<file path="config.mk">
export PLATFORM = sky130hd
export DESIGN_NAME = rr_grant_arbiter
export DESIGN_NICKNAME = d
export VERILOG_FILES = /design/src/rtl/rr_grant_arbiter.sv
export SDC_FILE = /design/constraint.sdc
export NUM_CORES = 1
export LEC_CHECK = 0
export CAP_MARGIN = 20
export CELL_PAD_IN_SITES_DETAIL_PLACEMENT = 0
export CELL_PAD_IN_SITES_GLOBAL_PLACEMENT = 1
export CORE_MARGIN = 2
export CORE_UTILIZATION = 49
export DETAILED_ROUTE_END_ITERATION = 7
export DONT_BUFFER_PORTS = 1
export GPL_TIMING_DRIVEN = 0
export PLACE_DENSITY = 0.88
export SLEW_MARGIN = 20
export SYNTH_ARGS = -nofsm -noshare
export SYNTH_HDL_FRONTEND = slang
export SYNTH_SLANG_ARGS = --single-unit
</file>
<file path="constraint.sdc">
create_clock -name clk -period 2.9 [get_ports clk]
set_clock_uncertainty 0.15 [all_clocks]
set_input_delay 0.145 -clock clk [delete_from_list [all_inputs] [get_ports clk]]
set_output_delay 0.145 -clock clk [all_outputs]
set_load 0.1 [all_outputs]
</file>
<file path="src/rtl/rr_grant_arbiter.sv">
`default_nettype none
// ============================================================================
// rr_grant_arbiter : 4-requester round-robin arbiter, registered one-hot grant
//                    with explicit release, request-drop and hold-timeout exits.
// Revision         : 1.0
// ============================================================================
module rr_grant_arbiter #(
    parameter int MAX_HOLD = 16,
    parameter int CNT_W    = (MAX_HOLD > 0) ? $clog2(MAX_HOLD + 1) : 1
) (
    input  logic       clk,
    input  logic       rst,
    input  logic [3:0] req,
    input  logic       done,
    output logic [3:0] grant,
    output logic [1:0] grant_idx,
    output logic       grant_valid,
    output logic       timeout
);

    typedef enum logic {
        IDLE  = 1'b0,
        GRANT = 1'b1
    } state_t;

    localparam logic [CNT_W-1:0] HOLD_LAST = (MAX_HOLD > 0) ? CNT_W'(MAX_HOLD - 1) : '0;

    state_t           state_q, state_d;
    logic [3:0]       grant_q, grant_d;
    logic [1:0]       grant_idx_q, grant_idx_d;
    logic [1:0]       ptr_q, ptr_d;
    logic [CNT_W-1:0] hold_cnt_q, hold_cnt_d;
    logic             timeout_q, timeout_d;

    logic [1:0]       sel_idx;
    logic [1:0]       cand;
    logic             hold_limit;
    logic             owner_req;

    // Scan from the highest offset down so the lowest offset from ptr_q wins.
    always_comb begin
        sel_idx = ptr_q;
        cand    = '0;
        for (int k = 3; k >= 0; k--) begin
            cand = ptr_q + 2'(k);
            if (req[cand]) begin
                sel_idx = cand;
            end
        end
    end

    always_comb begin
        state_d     = state_q;
        grant_d     = grant_q;
        grant_idx_d = grant_idx_q;
        ptr_d       = ptr_q;
        hold_cnt_d  = hold_cnt_q;
        timeout_d   = 1'b0;
        hold_limit  = (MAX_HOLD != 0) && (hold_cnt_q == HOLD_LAST);
        owner_req   = req[grant_idx_q];

        case (state_q)
            IDLE: begin
                if (|req) begin
                    state_d     = GRANT;
                    grant_idx_d = sel_idx;
                    grant_d     = 4'b0001 << sel_idx;
                    hold_cnt_d  = '0;
                end
            end
            GRANT: begin
                if (done || !owner_req || hold_limit) begin
                    state_d   = IDLE;
                    grant_d   = '0;
                    ptr_d     = grant_idx_q + 2'd1;
                    // Flag only revocations the owner did not ask for.
                    timeout_d = !done && owner_req;
                end else if (MAX_HOLD != 0) begin
                    hold_cnt_d = hold_cnt_q + CNT_W'(1);
                end
            end
            default: begin
                state_d = IDLE;
                grant_d = '0;
            end
        endcase
    end

    always_ff @(posedge clk or posedge rst) begin
        if (rst) begin
            state_q     <= IDLE;
            grant_q     <= '0;
            grant_idx_q <= '0;
            ptr_q       <= '0;
            hold_cnt_q  <= '0;
            timeout_q   <= 1'b0;
        end else begin
            state_q     <= state_d;
            grant_q     <= grant_d;
            grant_idx_q <= grant_idx_d;
            ptr_q       <= ptr_d;
            hold_cnt_q  <= hold_cnt_d;
            timeout_q   <= timeout_d;
        end
    end

    assign grant       = grant_q;
    assign grant_idx   = grant_idx_q;
    assign grant_valid = |grant_q;
    assign timeout     = timeout_q;

endmodule
`default_nettype wire

</file>
==> key figures <==
Outcome
  – Status: finished, final reports clean

Floorplan
  – Initial Util: 0.528
  – Die Height: 44.5 µm
  – Core Region: ~1500 µm²
  – DIE WIDTH: ~45 µm
  – Die area: 1980 µm²
  – Rows: 14
  – Top-Level Pins: 15

Critical path
  – CP arrival: roughly 2.5 ns
  – Worst R2R Setup Slack: 0.39 ns
  – Type of the worst setup path: flip-flop to flip-flop
  – Worst setup path start: grant_idx[1]
  – Worst setup SP type: flip-flop
  – Crit path max fanout: 5
  – Worst EP required: slightly below 3 ns
  – RR Startpoint: grant_idx[1]
  – Worst setup EP type: flip-flop

Finish
  – Post-layout net count: 91
  – Multi-input gate area: between 400 and 500 µm²
  – Antenna diode count: 0
  – FILL cells: 149
  – Share of layout cells above drive strength 1: 0.148
  – Most common cell after layout, fill and taps aside: dfrtp_1
  – Most frequent cells in the layout: dfrtp_1, o21ai_0, nand3_1
  – Design area: 872 µm²
  – Register area: ~380 µm²
  – Area growth syn-to-layout: 8.40%

Clock network
  – # hold bufs at CTS: 2
  – CTS tree: yes
  – Htree depth: 1
  – Num CTS Buffers: 3
  – Post-CTS Resized: 0
  – Root Buffer: clkbuf_4
  – Clock Tree Buf Depth: 2
  – Post-CTS setup repair buffer count: 0
  – Clock sink total: 15
  – Clk Latency, worst-skew pair: about 0.3 ns
  – CTS clock-pin slew for the worst setup and hold paths: approximately 0.10 ns

Synth
  – Synth Register Bits: 15
  – Synthesized area: between 800 and 900 µm²
  – Syn nets: between 80 and 90
  – Post-synth EDFFs: 0
  – Netlist cell types: 34
  – Gate count after technology mapping: 75
  – Asr flop ratio synth: 1.00
  – Post-synthesis sequential area ratio: 0.467
  – Post-synth top flop: dfrtp_1
  – Synthesis Warnings: 0
  – Syn_area_per_cell: between 10 and 15 µm²

Global routing
  – Largest net degree at the start of global routing: 16
  – Initial antenna violation count: 0
  – Number of global-route vias before repair: between 600 and 700
  – Congestion Overflow GR: 0
  – Global Route Usage Sum: 0.192
  – First-pass GRT wire length: between 2000 and 3000 µm

Flow run
  – Max-cap viol count: 0

Detailed routing
  – Detailed-route via count: approximately 610
  – Drt via density: between 6 and 7
  – Starting DRT DRC Count: 4
  – Antenna Violating Nets Remaining: 0
  – Total length of routed wires: 1540 µm
  – DRC: 0
  – Wire per inst: roughly 16 µm
  – DR pass1 iterations: 4

STA
  – RSZ-0062 raised after global routing: false
  – # setup viols final: 0
  – Setup WS post-layout: about 0.4 ns
  – Final Cycle Share: 0.864
  – Max frequency: approximately 400 MHz
  – Worst Tran Pin Value: between 1 and 1.5 ns
  – Crit path time final: around 2.5 ns
  – Slew headroom: 0.318
  – Count of final hold-check violations: 0
  – Max Slew Vio Count: 0
  – Setup TNS Final: 0 ns

Placement
  – Area after DPL: just over 800 µm²
  – Placer Congestion: roughly 0.76
  – Setup WS pre-CTS: about 0.4 ns
  – Dpl hpwl: between 1000 and 1500 µm
  – Port bufs: 0

Hold path
  – Hold path start: req[1]
  – Hold crit path type: input port to flip-flop
==> synth_stat cells, types with 2 or more instances <==
master   count  share of area
dfrtp_1     15           0.47
or3_1        2          0.016
o21ai_0      6          0.037
nand3_1      6          0.037
o31ai_1      2          0.019
nor2b_1      2          0.016
inv_1        3          0.014
a21oi_1      3          0.019
ha_1         2          0.031
a21o_1       2          0.019
nor2_1       5          0.023
and2b_1      2          0.019
nand2_1      4          0.019
==> path summary, 6_finish.rpt <==
| check | end | cells after the start |
|---|---|---|
| min | grant[1] | 2 |
| min in group asynchronous | grant[0] | 2 |
| max | grant[3] | 4 |
| max in group asynchronous | ptr_q[1] | 2 |
| max reg2reg | grant[3] | 4 |
| min reg2reg | hold_cnt_q[4] | 2 |
==> metrics by stage <==
stage	utilization	hold slack (ns)	instances
after detailed placement	0.541	-0.0307	91
after CTS	0.572	0.0446	97
after floorplan	-	-0.104	75
after global routing	0.572	0.0627	97
final	0.572	0.0608	97
after global placement	0.541	-0.0400	91
==> layer usage <==
metal  GRT usage  wire [µm]  vias to the layer above
met1       0.245        726                      295
li1            -          -                      287
met4       0.152         59                        0
met2       0.284        692                       18
met3      0.0327         59                        7
met5           0          0                        -
==> registers in the layout, indices dropped and copies added (netlist names) <==
signal      count
state_q         1
hold_cnt_q      5
grant           4
timeout         1
grant_idx       2
ptr_q           2
==> area by class of cell <==
| class | instances | area share |
|---|---|---|
| multi-input cells | 56 | 0.466 |
| clock inverters | 1 | 0.00574 |
| well taps | 16 | 0.0230 |
| repair buffers | 2 | 0.0230 |
| flip-flops and latches | 15 | 0.430 |
| clock buffers | 3 | 0.0258 |
| plain buffers | 1 | 0.0129 |
| inverters | 3 | 0.0129 |
==> cell families after synthesis <==
group	after synthesis	synth area share
and+or+nand+nor	28	0.198
AOI/OAI and AO/OA	21	0.201
DFF	15	0.467
buffers and inverters	4	0.0280
muxes	3	0.0544
xor gates and xnor gates	2	0.0218
adders and majority gates	2	0.0311
==> critical path, cell delays in order (launching register included) <==
cell and delay (ns):
dfrtp_1 1.02, mux4_2 0.66, a21boi_4 0.22, nor2_2 0.09, a22o_1 0.25
Power is left out: the tool's default activity adds up to more than one toggle a clock period on the data nets, which glitch-free logic cannot reach.
